**src/rtl/cvm_pkg.sv**
```systemverilog
// Shared types and default coin values for the parametrised coin vending controller.
package cvm_pkg;

    typedef enum logic [1:0] {
        COLLECT = 2'd0,
        VEND    = 2'd1,
        PAY     = 2'd2,
        GAP     = 2'd3
    } cvm_state_t;

    typedef enum logic [1:0] {
        S0 = 2'd0,
        SH = 2'd1,
        SP = 2'd2
    } det_state_t;

    localparam int DEF_PRICE    = 5;
    localparam int DEF_VAL_N    = 1;
    localparam int DEF_VAL_D    = 2;
    localparam int DEF_VAL_Q    = 5;
    localparam int DEF_CREDIT_W = 4;

endpackage

```
**src/rtl/coin_pulse.sv**
```systemverilog
// Coin sensor pulse detector: one-cycle pulse in the cycle after a raw high falls.
module coin_pulse
    import cvm_pkg::*;
(
    input  logic clk,
    input  logic rst,
    input  logic raw,
    output logic pulse
);

    det_state_t r_state;
    det_state_t w_next;

    always_comb begin
        w_next = r_state;
        unique case (r_state)
            S0:      w_next = raw ? SH : S0;
            SH:      w_next = raw ? SH : SP;
            SP:      w_next = raw ? SH : S0;
            default: w_next = S0;
        endcase
    end

    always_ff @(posedge clk) begin
        if (rst) begin
            r_state <= S0;
        end else begin
            r_state <= w_next;
        end
    end

    assign pulse = (r_state == SP);

endmodule

```
**src/rtl/cvm_param.sv**
```systemverilog
// Coin vending controller: credits coins, dispenses at PRICE, pays change/refund
// as a nickel/dime pulse train with one idle cycle between pulses.
module cvm_param
    import cvm_pkg::*;
#(
    parameter int PRICE    = DEF_PRICE,
    parameter int VAL_N    = DEF_VAL_N,
    parameter int VAL_D    = DEF_VAL_D,
    parameter int VAL_Q    = DEF_VAL_Q,
    parameter int CREDIT_W = DEF_CREDIT_W
) (
    input  logic                clk,
    input  logic                rst,
    input  logic                n_raw,
    input  logic                d_raw,
    input  logic                q_raw,
    input  logic                cancel,
    output logic                del,
    output logic                rn,
    output logic                rd,
    output logic                busy,
    output logic                coin_rej,
    output logic [CREDIT_W-1:0] credit
);

    if (VAL_N != 1) begin : g_chk_valn
        $error("cvm_param: VAL_N must be 1");
    end
    if (PRICE < 1) begin : g_chk_price
        $error("cvm_param: PRICE must be at least 1");
    end
    if ((1 << CREDIT_W) <= (PRICE - 1 + VAL_N + VAL_D + VAL_Q)) begin : g_chk_width
        $error("cvm_param: CREDIT_W too narrow for worst-case sum");
    end

    cvm_state_t          r_state;
    logic [CREDIT_W-1:0] r_credit;
    logic [CREDIT_W-1:0] r_remain;
    logic                r_coin_rej;

    logic                w_pn, w_pd, w_pq, w_any;
    logic [CREDIT_W-1:0] w_sum;
    logic                w_pay_dime;
    logic [CREDIT_W-1:0] w_pay_next;

    coin_pulse u_det_n (.clk(clk), .rst(rst), .raw(n_raw), .pulse(w_pn));
    coin_pulse u_det_d (.clk(clk), .rst(rst), .raw(d_raw), .pulse(w_pd));
    coin_pulse u_det_q (.clk(clk), .rst(rst), .raw(q_raw), .pulse(w_pq));

    assign w_any = w_pn | w_pd | w_pq;

    // Coins arriving together are all credited in one step.
    assign w_sum = r_credit
                 + (w_pn ? CREDIT_W'(VAL_N) : '0)
                 + (w_pd ? CREDIT_W'(VAL_D) : '0)
                 + (w_pq ? CREDIT_W'(VAL_Q) : '0);

    assign w_pay_dime = (r_remain >= CREDIT_W'(VAL_D));
    assign w_pay_next = r_remain - (w_pay_dime ? CREDIT_W'(VAL_D) : CREDIT_W'(1));

    always_ff @(posedge clk) begin
        if (rst) begin
            r_state    <= COLLECT;
            r_credit   <= '0;
            r_remain   <= '0;
            r_coin_rej <= 1'b0;
        end else begin
            r_coin_rej <= (r_state != COLLECT) && w_any;
            unique case (r_state)
                COLLECT: begin
                    if (w_sum >= CREDIT_W'(PRICE)) begin
                        r_state  <= VEND;
                        r_remain <= w_sum - CREDIT_W'(PRICE);
                        r_credit <= '0;
                    end else if (cancel && (w_sum != '0)) begin
                        r_state  <= PAY;
                        r_remain <= w_sum;
                        r_credit <= '0;
                    end else begin
                        r_credit <= w_sum;
                    end
                end
                VEND: begin
                    r_state <= (r_remain != '0) ? PAY : COLLECT;
                end
                PAY: begin
                    r_remain <= w_pay_next;
                    r_state  <= (w_pay_next != '0) ? GAP : COLLECT;
                end
                GAP: begin
                    r_state <= PAY;
                end
                default: begin
                    r_state <= COLLECT;
                end
            endcase
        end
    end

    // Pulse outputs are decoded from registered state only.
    assign del      = (r_state == VEND);
    assign rd       = (r_state == PAY) &&  w_pay_dime;
    assign rn       = (r_state == PAY) && !w_pay_dime;
    assign busy     = (r_state != COLLECT);
    assign coin_rej = r_coin_rej;
    assign credit   = r_credit;

endmodule

```
**config.mk**
```make
export PLATFORM = sky130hd
export DESIGN_NAME = cvm_param
export DESIGN_NICKNAME = d
export VERILOG_FILES = /design/src/rtl/cvm_pkg.sv /design/src/rtl/coin_pulse.sv /design/src/rtl/cvm_param.sv
export SDC_FILE = /design/constraint.sdc
export NUM_CORES = 1
export LEC_CHECK = 0
export BUFFER_PORTS_ARGS = -buffer_cell sky130_fd_sc_hd__buf_2
export CORE_MARGIN = 3
export CORE_UTILIZATION = 29
export CTS_CLUSTER_SIZE = 25
export DETAILED_ROUTE_END_ITERATION = 7
export PLACE_DENSITY_LB_ADDON = 0.3
export SYNTH_ARGS = -nofsm -noshare
export SYNTH_HDL_FRONTEND = slang
export SYNTH_SLANG_ARGS = --single-unit
```
**constraint.sdc**
```tcl
create_clock -name clk -period 5.05 [get_ports clk]
set_input_delay 1.01 -clock clk [delete_from_list [all_inputs] [get_ports clk]]
set_output_delay 1.01 -clock clk [all_outputs]
set_load 0.1 [all_outputs]
```
==> impl.org, run 1 <==
** Global route
- GR Overflow Total :: 0
- Global Route met2 Usage :: 0.207
- Entering global routing, the biggest net connects 15 pins.
- Number of global-route vias before repair :: 940
- The first global-routing pass estimated approximately 4.2 mm of wire.
- In the global route stage, met3 resource usage came out at 0.0270.
- Met1 track demand over resource in global routing :: 0.147
- The initial antenna violation count was 0.
- Across every metal layer, demand over resource in global routing totals 0.125.
- GRT busiest layer :: met2

** Timing
- In the finished design, the share of the clock period the worst path needs comes to 0.637.
- Static timing analysis puts the maximum clock frequency at ~0.31 GHz.
- Setup total negative slack on the finished layout was measured at 0 ns.
- Setup violations remaining at the end of the flow were counted as 0.
- Number of hold violations in the final report :: 0
- Setup repair after global routing left no endpoint under its margin.
- Relative slew margins :: 0.594
- Slew of the pin with the lowest slew margin :: 0.601 ns
- The final-report max-slew violation count was 0.
- The worst path needs 3.22 ns of the cycle, external delays included.
- Max Clock Skew :: 0.00642 ns

** Setup path
- Worst Path Class, Setup :: flip-flop to flip-flop
- Highest fanout seen on the critical path :: 7
- Traced cell by cell, the critical path runs through nor2b_1, fa_1, inv_1, fa_1, ha_1, nor2b_1, o32ai_2, o41ai_1, o21ai_0, a21oi_1.
- STA puts the critical path data required time at 5.24 ns.
- CP peak stage delay :: 0.63 ns
- STA classifies the critical path endpoint as a flip-flop.
- At the worst endpoint, the arrival time is approximately 3.4 ns.
- The worst setup path is launched from a flip-flop.
- Slowest cell on the critical path :: o41ai_1

** Power and ir drop
- Dividing total power by cell area gives a power density of between 300 and 400 nW/um^2.
- Total power for the finished layout comes to 0.000470 W.
- VDD sags by at most approximately 0.00010 V.
- Leakage :: approximately 0.52 nW

** Run status
- Status :: complete, no violations

** Clock network
- Buffers added to address setup during post-CTS repair amount to 0.
- CTS tree :: built
- In this run, post-CTS repair resized a total of 0 instances.
- In this run the deepest clock path goes through 2 buffers.
- Number of levels the H-tree was split into :: 1
- Clock Pin Slew Worst Setup and Hold Paths :: around 0.07 ns
- Worst-Skew Late Latency :: 0.26 ns
- Clock tree root buffer cell :: clkbuf_8
- Number of buffers created by CTS :: 3
- The number of hold buffers added after CTS was 0.
- CTS sink cnt :: 17

** Cells and area
- With fillers left out, the area of the finished cells amounts to 1230 um^2.
- 0 antenna diodes ended up in the layout.
- Area growth syn-to-layout :: 15.5%
- Net total in the final layout :: 157
- Leaving out filler cells and counting taps, the final layout contains between 150 and 200.
- Of the cells placed in the final design, the portion with a size suffix greater than 1 is 0.162.

** Routing
- Routed vias/inst :: 5.14
- The detail route stage leaves a number of antenna-violating nets equal to 0.
- In the final routed layout, each cell accounts on average for 12.7 um.
- In the routed design, unresolved DRC markers number 0.
- The final layout contains routed wiring with a total length of between 2 and 2.5 mm.
- Across all layers, the routed design uses 966 vias.
- For this block, the initial DRC count from the detailed router was 74.
- Drt first pass iters :: 4

** Place
- Final weighted congestion of routability-driven global placement :: 0.822
- Once placement completed, the tool counted placed cells totaling 184.
- Placed Instance Area :: 1180 um^2
- Port-buffer cells :: 14
- Detailed placement finished with a half-perimeter wire length of 1.87 mm.

** Floorplan
- From left edge to right edge, the die measures 66.5 um.
- 15 I/O pins were placed.
- The floorplan step defined a die boundary enclosing roughly 4400 um^2.
- After floorplanning, the core was divided into 21 placement rows.
- The die is between 60 and 70 um tall.
- Core ar. :: 3440 um^2
- Initial Utilization :: 0.309

** Synthesis
- Net count of the mapped netlist :: 140
- In this run, synthesis inferred 0 flip-flops with an integrated enable.
- Share of Yosys cell area claimed by the top area cell type :: 0.320
- Count of yosys warnings during synthesis :: 0
- Seq cells post-synth :: 17
- In the synthesized netlist the async set-or-reset flop fraction comes to 0.
- For this run, the leading register cell type out of synthesis is dfxtp_1.
- Post-Synthesis Mean Instance Area :: 8.43 um^2
- Fraction of the yosys area taken by sequential cells :: 0.320
- Ranked by total cell area, the synthesized netlist is headed by dfxtp_1 (32%), ha_1 (5.9%), fa_1 (5.7%).
- Post-synthesis instance area :: 1060 um^2
- Cell taking the most area after synthesis :: dfxtp_1
- The number of different library cells used by synthesis comes to 39.
- The cell count after synthesis came out at 126.

** Run
- Number of violations of the max-capacitance limit :: 0

** Min path
- In this run the worst hold path is classified as flip-flop to flip-flop.
==> path summary, 6_finish.rpt <==
check / to / cells after the start / from / slack, ns
min reg2reg: u_det_n.r_state[1] / 1 / u_det_n.r_state[1] / 0.45
min: u_det_n.r_state[1] / 1 / u_det_n.r_state[1] / 0.45
max reg2reg: r_remain[2] / 10 / u_det_q.r_state[1] / 1.83
max: r_remain[2] / 10 / u_det_q.r_state[1] / 1.83
==> power breakdown <==
group / leakage [nW] / internal [W] / switching [W] / total, W
Combinational: 0.361 / 0.0000616 / 0.000142 / 0.000203
Sequential: 0.139 / 0.000145 / 0.0000152 / 0.000161
Clock: 0.0228 / 0.0000561 / 0.0000497 / 0.000106
Total: 0.522 / 0.000263 / 0.000207 / 0.000470
==> cell families after synthesis <==
kind of cell	after synthesis	synth area share
compound gates	32	0.208
xor+xnor	3	0.0318
fa+ha+maj	8	0.115
simple gates	52	0.274
flops	17	0.320
buf+inv	14	0.0495
==> cells in the final DEF, fill, tap and decap left out, drive strengths merged, types with 2 or more instances in the layout <==
cell type / synthesis / final
and3: 5 / 5
fa: 3 / 3
or4: 3 / 3
inv: 11 / 11
a21boi: 2 / 2
a211oi: 2 / 2
a211o: 2 / 2
nor2: 9 / 9
nor4b: 4 / 4
or2: 3 / 3
or3: 2 / 2
nor2b: 4 / 4
dfxtp: 17 / 17
xnor2: 2 / 2
o211ai: 2 / 2
buf: 0 / 14
nand2: 11 / 11
nor3: 4 / 4
clkbuf: 2 / 4
o21ai: 7 / 7
a31oi: 2 / 2
o31ai: 2 / 2
a21oi: 7 / 7
ha: 5 / 5
nand2b: 3 / 3
==> stage by stage <==
step	worst slack [ns]	util	hold slack, ns
final	1.83	0.357	0.448
after global routing	1.61	0.357	0.464
after CTS	1.86	0.357	0.446
after detailed placement	1.87	0.344	0.436
after global placement	2.07	0.344	0.424
after floorplan	1.64	-	0.411
==> per-layer routing <==
layer,up-vias,wire length [um]
li1,486,-
met1,443,1080
met2,30,1140
met3,7,122
met4,0,48
met5,-,0
==> sequential cells by signal, summed over array words and instances, names as in the netlist <==
| signal | flops |
|---|---|
| r_remain | 4 |
| u_det_q.r_state | 2 |
| r_state | 2 |
| credit | 4 |
| u_det_d.r_state | 2 |
| u_det_n.r_state | 2 |
| coin_rej | 1 |
==> worst max-delay path, delay by kind of cell, from the launching register on <==
family / cells / cell delay [ns]
compound gates: 4 / 1.17
fa+ha+maj: 3 / 1.06
buf+inv: 1 / 0.07
flops: 1 / 0.35
simple gates: 2 / 0.50
==> synth_stat cells (2+ instances only) <==
cell type  number
o31ai_1         2
o211ai_1        2
dfxtp_1        17
nor2b_1         4
or2_2           2
or4_1           3
nand2_1        11
fa_1            3
nor2_1          9
clkbuf_1        2
a21oi_1         7
xnor2_1         2
o21ai_0         7
inv_1          11
a211o_1         2
nand2b_1        3
a211oi_1        2
nor3_1          4
nor4b_1         4
ha_1            5
and3_1          5
a31oi_1         2
==> layout make-up <==
cell class | instances | area, um^2
Fill cell | 357 | 2210
Multi-Input combinational cell | 95 | 669
Sequential cell | 17 | 340
Timing Repair Buffer | 14 | 70.1
Tap cell | 46 | 57.6
Clock buffer | 4 | 45.0
Inverter | 12 | 45.0
No activity file was read; power rests on OpenSTA's default activity.
==> run 2: changes to the inputs <==
--- a/config.mk
+++ b/config.mk
@@ -5,6 +5,7 @@
 export SDC_FILE = /design/constraint.sdc
 export NUM_CORES = 1
 export LEC_CHECK = 0
+export ABC_AREA = 1
 export BUFFER_PORTS_ARGS = -buffer_cell sky130_fd_sc_hd__buf_2
 export CORE_MARGIN = 3
 export CORE_UTILIZATION = 29
==> constraint.sdc (replaced) <==
create_clock -name clk -period 3.2 [get_ports clk]
set_input_delay 0.64 -clock clk [delete_from_list [all_inputs] [get_ports clk]]
set_output_delay 0.64 -clock clk [all_outputs]
set_load 0.1 [all_outputs]
==> run 2 against run 1 <==
- non-clock buffer count did not move
- combinational power rose to 3.8 times the previous value
- highest routed layer unchanged
- synthesized cell count rose by 27%
- die area rose by 7.4%
- clock skew barely moved
- critical endpoint is now r_remain[3]
- critical path type unchanged
==> impl.org, run 2 <==
** Run status
- Status :: complete, no violations

** Setup path
- Worst Path Class, Setup :: flip-flop to flip-flop
- Walking the worst path, the cells encountered are inv_1, nand2_1, inv_1, fa_1, inv_1, fa_1, ha_1, inv_1, nand2_1, nand2_4, nand3_4, nor2_4, nand2_4, nand2_8, nand2_1, nand2_1, nor2_2.
- Highest fanout seen on the critical path :: 8 (+1)
- Endpoint arrival time on the critical path :: 2.75 ns (-0.66 ns)
- In this run the critical register-to-register path is launched from u_det_n.r_state[0].
- Setup crit start kind :: flip-flop
- Slowest cell on the critical path :: fa_1
- Critical path data required time :: 3.35 ns (-1.89 ns)
- The setup slack of the most critical reg-to-reg path was 0.60 ns (-1.23 ns).
- Worst setup EP type :: flip-flop
- The critical path starts at u_det_n.r_state[0].
- The maximum cell stage delay along the critical path was 0.48 ns (-0.15 ns).

** Power and ir drop
- The relative contribution of combinational cells to total power came to 0.638 (+0.205).
- Switching power total :: 0.000663 W (+220%)
- Ratio of total power to cell area :: 915 nW/um^2 (+140%)
- Leakage :: 0.701 nW (+34%)
- The internal power component was 0.000545 W (+110%).
- The relative contribution of sequential cells to total power was 0.227 (-0.115).
- Clock share of power :: 0.135 (-0.090)
- Switch share :: 0.549 (+0.109)
- The peak ir drop on the vdd network was 0.000557 V (+450%).

** Synthesis
- The share of the synthesized netlist area taken by xor and xnor gates was 0.00763 (-0.0242).
- The number of synthesized flops with an enable pin was 0 (unchanged).
- Synth async-reset ratio :: 0 (unchanged)
- The gate count after technology mapping is 160 (+27%).
- By area, the combinational part of the netlist is dominated by simple AND/OR/NAND/NOR gates.
- In the post-synthesis netlist, the cell with the most instances is nand2_1.
- The synthesized design spends more area on one cell type than any other, namely dfxtp_1.
- The complex-gate fraction of the synthesized area is 0.0741 (-0.134).
- The mapped cell area is 1150 um^2 (+8.1%).
- Synthesized-area fraction occupied by adder cells :: 0.107 (-0.00868)
- Seq cells post-synth :: 17 (unchanged)
- Leading post-synthesis cells by instance count :: nand2_1 (37), inv_1 (28), dfxtp_1 (17), nor2_1 (17), nand3_1 (10)
- Sorting the synthesized cells by area gives the leading types as dfxtp_1 (30%), nand2_1 (12%), inv_1 (9.2%).
- Area share of and/or/nand/nor cells after synthesis :: 0.414 (+0.140)
- Mux cell area share after synthesis :: 0 (unchanged)
- The synthesis warning total is 0 (unchanged).
- The share of the synthesized area in the top cell type came to 0.296 (-0.0241).
- Among all flip-flop cells after synthesis, the most frequent one is dfxtp_1.
- The synthesized area per cell came to 7.18 um^2 (-15%).
- The net count after synthesis came to 174 (+24%).
- The share of synthesized area occupied by flip-flops and latches is 0.296 (-0.0241).
- The number of different library cells in the post-synthesis netlist is 31 (-21%).

** Timing
- The worst slack on hold paths was 0.430 ns (-0.0182 ns).
- The hold violation count in the final report came to 0 (unchanged).
- The transition time of the tightest slew-check pin is 0.493 ns (-0.108 ns).
- Setup repair after global routing missed its margin :: false
- The final setup violation count was 0 (unchanged).
- Final setup TNS :: 0 ns (unchanged)
- The clock skew after layout was 0.00684 ns (+0.000423 ns).
- Relative slew margins :: 0.674 (+0.0796)
- The final-report max-slew violation count is 0 (unchanged).
- Ratio of final minimum period to clock period :: 0.811 (+0.175)
- The post-layout minimum cycle time is 2.60 ns (-0.619 ns).
- The fmax is 0.385 GHz (+24%).

** Run
- Number of violations of the max-capacitance limit :: 0 (unchanged)

** Place
- The number of buffer cells added on primary ports came to 14 (unchanged).
- Half-perimeter wire length of the detailed placement result :: 2.01 mm (+7.6%)
- The final estimated routing congestion in global placement was 0.859 (+4.5%).

** Cells and area
- The filler cell count in the final layout was 419 (+17%).
- Area occupied by multi-input gates :: 692 um^2 (+3.4%)
- Most frequent standard cell in the layout excluding fill and tap cells :: nand2_1
- In the layout the commonest cells are nand2_1 (37), inv_1 (28), nor2_1 (17), dfxtp_1 (17), buf_2 (14).
- The share of final-layout standard cells stronger than drive strength 1 came to 0.215 (+0.0527).
- Area growth syn-to-layout :: 14.9%
- The diode insertion count for antenna repair is 0 (unchanged).
- Sequential Area :: 340 um^2 (unchanged)
- Net total in the final layout :: 192 (+22%)
- Final core area utilization :: 0.353 (-0.00399)

** Floorplan
- The die boundary height was 68.9 um (+3.6%).
- The area of the die was 4750 um^2 (+7.4%).
- Core ar. :: 3740 um^2 (+8.8%)
- Chip width :: 68.9 um (+3.6%)
- Initial Utilization :: 0.307 (-0.00180)
- Top-level port count :: 15 (unchanged)
- Number of rows in the core area :: 22 (+4.8%)

** Min path
- Hold Path Origin :: u_det_q.r_state[0]
- The path class of the tightest hold or removal check is flip-flop to flip-flop.

** Clock network
- Count of hold buffers inserted by post-cts repair :: 0 (unchanged)
- The clock insertion delay at the later pin of the skew report came to 0.25 ns (about the same).
- The clock-pin slew of the registers on the worst-case setup and hold paths was 0.07 ns (about the same).
- Number of buffers inserted to repair setup after CTS :: 0 (unchanged)
- Number of buffers created by CTS :: 3 (unchanged)
- Number of levels the H-tree was split into :: 1 (unchanged)
- Maximum root-to-sink buffer count :: 2 (unchanged)
- The number of clock sinks came to 17 (unchanged).
- The tree is rooted in a clkbuf_8.
- The post-cts sizing count is 0 (unchanged).
- TritonCTS built the clock tree.

** Global route
- GRT busiest layer :: met2
- Met1 track demand over resource in global routing :: 0.153 (+0.00563)
- GRT Util Overall :: 0.122 (-0.00281)
- The remaining global-route overflow is 0 (unchanged).
- The met3 track demand over resource is 0.0308 (+0.00381).
- The pin count of the biggest net entering global routing came to 10 (-5).
- Number of global-route vias before repair :: 998 (+6.2%)
- The met2 usage in global routing came to 0.208 (+0.00139).
- The global-route wire length before repair was 4.36 mm (+3.8%).
- Initial antenna violation count :: 0 (unchanged)

** Routing
- The detailed-route wire length was 2.43 mm (+1.7%).
- Drt first pass iters :: 4 (unchanged)
- The via count of the routed design is 1010 (+4.6%).
- Antenna-violating nets left :: 0 (unchanged)
- The DRC violations left was 0 (unchanged).
- WL per Instance :: 10.8 um (-15%)
- The initial DRC count was 44 (-41%).
- The post-detailed-route via-to-cell ratio is 4.49 (-13%).
run 2: routing by layer:
metal	wire, um	part of all wire	vias up
met1	1120	0.46	458
met4	18	0.0074	0
met2	1210	0.50	13
li1	-	-	537
met3	90	0.037	2
met5	0	0	-
run 2: final cells by class:
cell class / instances / area share
flip-flops and latches: 17 / 0.258
multi-input cells: 112 / 0.524
repair buffers: 14 / 0.0531
clock buffers: 4 / 0.0341
inverters: 30 / 0.0853
well taps: 48 / 0.0455
run 2: critical path: cells and delay by family, from the launching register on:
| family | cells | cell delay [ns] |
|---|---|---|
| adders and majority gates | 3 | 1.13 |
| buffers and inverters | 4 | 0.24 |
| DFF | 1 | 0.33 |
| and+or+nand+nor | 10 | 0.79 |
run 2: power by group through the flow:
stage	Sequential [W]	Clock (W)	Combinational [W]
after global routing	0.000279	0.000181	0.000867
after CTS	0.000275	0.000168	0.000778
after detailed placement	0.000279	0	0.000775
final	0.000275	0.000162	0.000770
after floorplan	0.000305	0	0.000623
after global placement	0.000279	0	0.000774
run 2: final timing paths:
path	end	cells past startpoint
max	r_remain[3]	17
min reg2reg	u_det_q.r_state[0]	1
max reg2reg	r_remain[3]	17
min	u_det_q.r_state[0]	1
run 2: per-stage QoR:
stage	power, W	worst slack (ns)	instance area (um^2)	std cells
4_1_cts	0.00122	0.576	1320	225
6_report	0.00121	0.604	1320	225
3_5_place_dp	0.00105	0.592	1270	221
2_1_floorplan	0.000929	0.243	1150	160
5_1_grt	0.00133	0.367	1320	225
3_3_place_gp	0.00105	0.648	1270	221
run 2: cell families after synthesis:
logic type               after synthesis
AO/OA/AOI/OAI                         13
XOR/XNOR                               1
adder cells (fa/ha/maj)                8
buffers and inverters                 31
flip-flops                            17
AND/OR/NAND/NOR                       90
==> run 3: changes to the inputs <==
==> constraint.sdc (replaced) <==
create_clock -name clk -period 2.3 [get_ports clk]
set_input_delay 0.46 -clock clk [delete_from_list [all_inputs] [get_ports clk]]
set_output_delay 0.46 -clock clk [all_outputs]
set_load 0.1 [all_outputs]
==> run 3 against run 2 <==
- largest cell class unchanged
- critical path depth unchanged
- maximum frequency increased by 9.2%
- via count increased by 6.2%
- the flow now finishes with violations (setup timing)
- die area unchanged
- sequential share of layout area decreased by 3.0 points
- register-to-register slack got worse by 0.68 ns
- sequential power increased by 39%
- combinational power increased by 66%
- sequential cell count unchanged
- highest routed layer unchanged
==> impl.org, run 3 (synthesis results as in run 2) <==
** Setup path
- STA classifies the critical path endpoint as a flip-flop.
- The critical path is of the flip-flop to flip-flop type.
- The worst setup path is launched from a flip-flop.
- The maximum cell stage delay along the critical path is 0.47 ns (about the same).
- For this design, the slowest cell found on the critical path is fa_2.
- Among cell families on the critical path, the largest total delay comes from adder cells.
- List of cells traversed by the critical path :: inv_2, nand2_2, inv_2, fa_2, inv_2, fa_2, ha_4, inv_2, nand2_4, nand2_4, nand3_4, nor2_4, nand2_4, nand2_8, nand2_1, nand2_1, nor2_2
- The maximum net fanout on the critical path was 8 (unchanged).
- The number of buffers and inverters on the critical path was 4 (unchanged).
- Cell seen most often among critical-path stages :: inv_2
- The endpoint arrival time on the critical path came to 2.53 ns (-0.22 ns).
- Critical path data required time :: 2.46 ns (-0.89 ns)

** Clock network
- CTS placed an instance of clkbuf_8 at the clock tree root.
- The clock insertion delay at the later pin of the skew report came to 0.26 ns (about the same).
- The TritonCTS buffer count came to 3 (unchanged).
- TritonCTS built the clock tree.
- The clock-pin slew of the registers on the worst-case setup and hold paths was 0.07 ns (about the same).
- The number of hold-repair buffers added at the cts stage was 0 (unchanged).
- Number of levels the H-tree was split into :: 1 (unchanged)
- The maximum buffer depth of the clock tree is 2 (unchanged).
- The number of clock sinks is 17 (unchanged).

** Timing
- Smallest setup slack after layout :: -0.0781 ns (-0.682 ns)
- The final setup violation count is 7 (+7).
- The fmax came to 0.421 GHz (+9.2%).
- Setup repair after global routing missed its margin :: true
- The transition time of the tightest slew-check pin came to 0.490 ns (-0.00251 ns).
- Max Clock Skew :: 0.00219 ns (-0.00465 ns)
- The fraction of the cycle the final worst path needs was 1.03 (+0.223).
- The post-layout minimum cycle time came to 2.38 ns (-0.218 ns).
- Relative slew margins :: 0.675 (+0.00166)
- Final Max Tran Viols :: 0 (unchanged)
- Number of hold violations in the final report :: 0 (unchanged)
- Final setup TNS :: -0.421 ns (-0.421 ns)

** Floorplan
- The core area came to 3740 um^2 (unchanged).
- Top-level port count :: 15 (unchanged)
- Number of rows in the core area :: 22 (unchanged)
- The die boundary height came to 68.9 um (unchanged).
- Chip width :: 68.9 um (unchanged)
- Die area :: 4750 um^2 (unchanged)
- The initial standard-cell utilization of the core was 0.307 (unchanged).

** Cells and area
- Relative to the synthesized area, the layout overhead comes to 34.4%.
- In the layout the commonest cells are nand2_1 (29), inv_1 (22), buf_4 (18), nor2_1 (14), buf_2 (14).
- Net total in the final layout :: 210 (+9.4%)
- The diode insertion count for antenna repair came to 0 (unchanged).
- The library cell used most frequently in the layout, excluding fill and tap cells, is nand2_1.
- The share of final-layout standard cells stronger than drive strength 1 was 0.431 (+0.216).

** Global route
- The global-route usage over all layers was 0.133 (+0.0110).
- The pin count of the biggest net entering global routing is 11 (+1).
- Number of global-route vias before repair :: 1059 (+6.1%)
- The remaining global-route overflow was 0 (unchanged).
- The global-route wire length before repair was 4.65 mm (+6.7%).
- The initial antenna violation count is 0 (unchanged).

** Place
- The number of buffer cells added on primary ports was 14 (unchanged).
- The final estimated routing congestion in global placement came to 0.793 (-7.7%).
- Pre-CTS setup slack :: -0.169 ns (-0.761 ns)
- The post-detailed-placement half-perimeter wirelength was 2.08 mm (+3.5%).

** Power and ir drop
- Ratio of total power to cell area :: 1220 nW/um^2 (+34%)
- Leakage :: 0.795 nW (+13%)
- Maximum vdd drop :: 0.000471 V (-15%)

** Routing
- Antenna-violating nets left :: 0 (unchanged)
- DRC :: 0 (unchanged)
- The post-detailed-route via-to-cell ratio was 4.42 (-1.6%).
- The detailed-route wire length came to 2.70 mm (+11%).
- WL per Instance :: 11.1 um (+2.9%)
- Count of routing violations after the opening detailed-route iteration :: 35 (-20%)
- The number of iterations in the first detailed-routing pass was 4 (unchanged).
- Routed vias :: 1073 (+6.2%)

** Min path
- Hold Path Class :: primary input to flip-flop

** Run status
- The checks that failed: setup timing.
- Status :: complete, but fails checks

** Run
- The count of maximum capacitance violations came to 0 (unchanged).
[run 3: repair_timing]
item / 4_1_cts / 5_1_grt
pin swaps: 7 / 7
gates resized for setup: 8 / 12
setup buffers: 4 / 2
endpoints found under the setup margin: 8 / 9
gates cloned: 0 / 0
[run 3: power breakdown]
| part | switching (W) | internal [W] |
|---|---|---|
| logic | 0.000870 | 0.000406 |
| registers | 0.0000363 | 0.000346 |
| clock network | 0.000111 | 0.000120 |
[run 3: per-layer routing]
layer,part of all wire,GRT usage,vias up,wire length [um]
li1,-,-,577,-
met4,0.014,0.0511,0,38
met3,0.036,0.0243,4,96
met5,0,0,-,0
met2,0.49,0.217,19,1330
met1,0.46,0.173,473,1240
[run 3: final cells by class]
type | count | area (um^2)
Fill cell | 406 | 2200
Multi-Input combinational cell | 112 | 768
Sequential cell | 17 | 352
Timing Repair Buffer | 32 | 205
Inverter | 30 | 113
Tap cell | 48 | 60.1
Clock buffer | 3 | 41.3
Clock inverter | 1 | 5.00
[run 3: final timing paths]
kind                                         start                  to  slack (ns)  depth (start not counted)
worst min-delay path                         q_raw  u_det_q.r_state[1]        0.37                          2
worst max register to register  u_det_q.r_state[0]         r_remain[2]       -0.08                         17
worst min register to register  u_det_n.r_state[0]  u_det_n.r_state[0]        0.42                          1
worst max-delay path            u_det_q.r_state[0]         r_remain[2]       -0.08                         17
[run 3: per-stage QoR]
stage | utilization | instances | instance area [um^2] | power (W) | hold WS, ns
6_report | 0.412 | 243 | 1540 | 0.00189 | 0.370
5_1_grt | 0.412 | 243 | 1540 | 0.00204 | 0.371
4_1_cts | 0.397 | 241 | 1490 | 0.00179 | 0.363
3_5_place_dp | 0.371 | 233 | 1390 | 0.00153 | 0.422
3_3_place_gp | 0.371 | 233 | 1390 | 0.00153 | 0.415
2_1_floorplan | - | 160 | 1170 | 0.00131 | 0.407
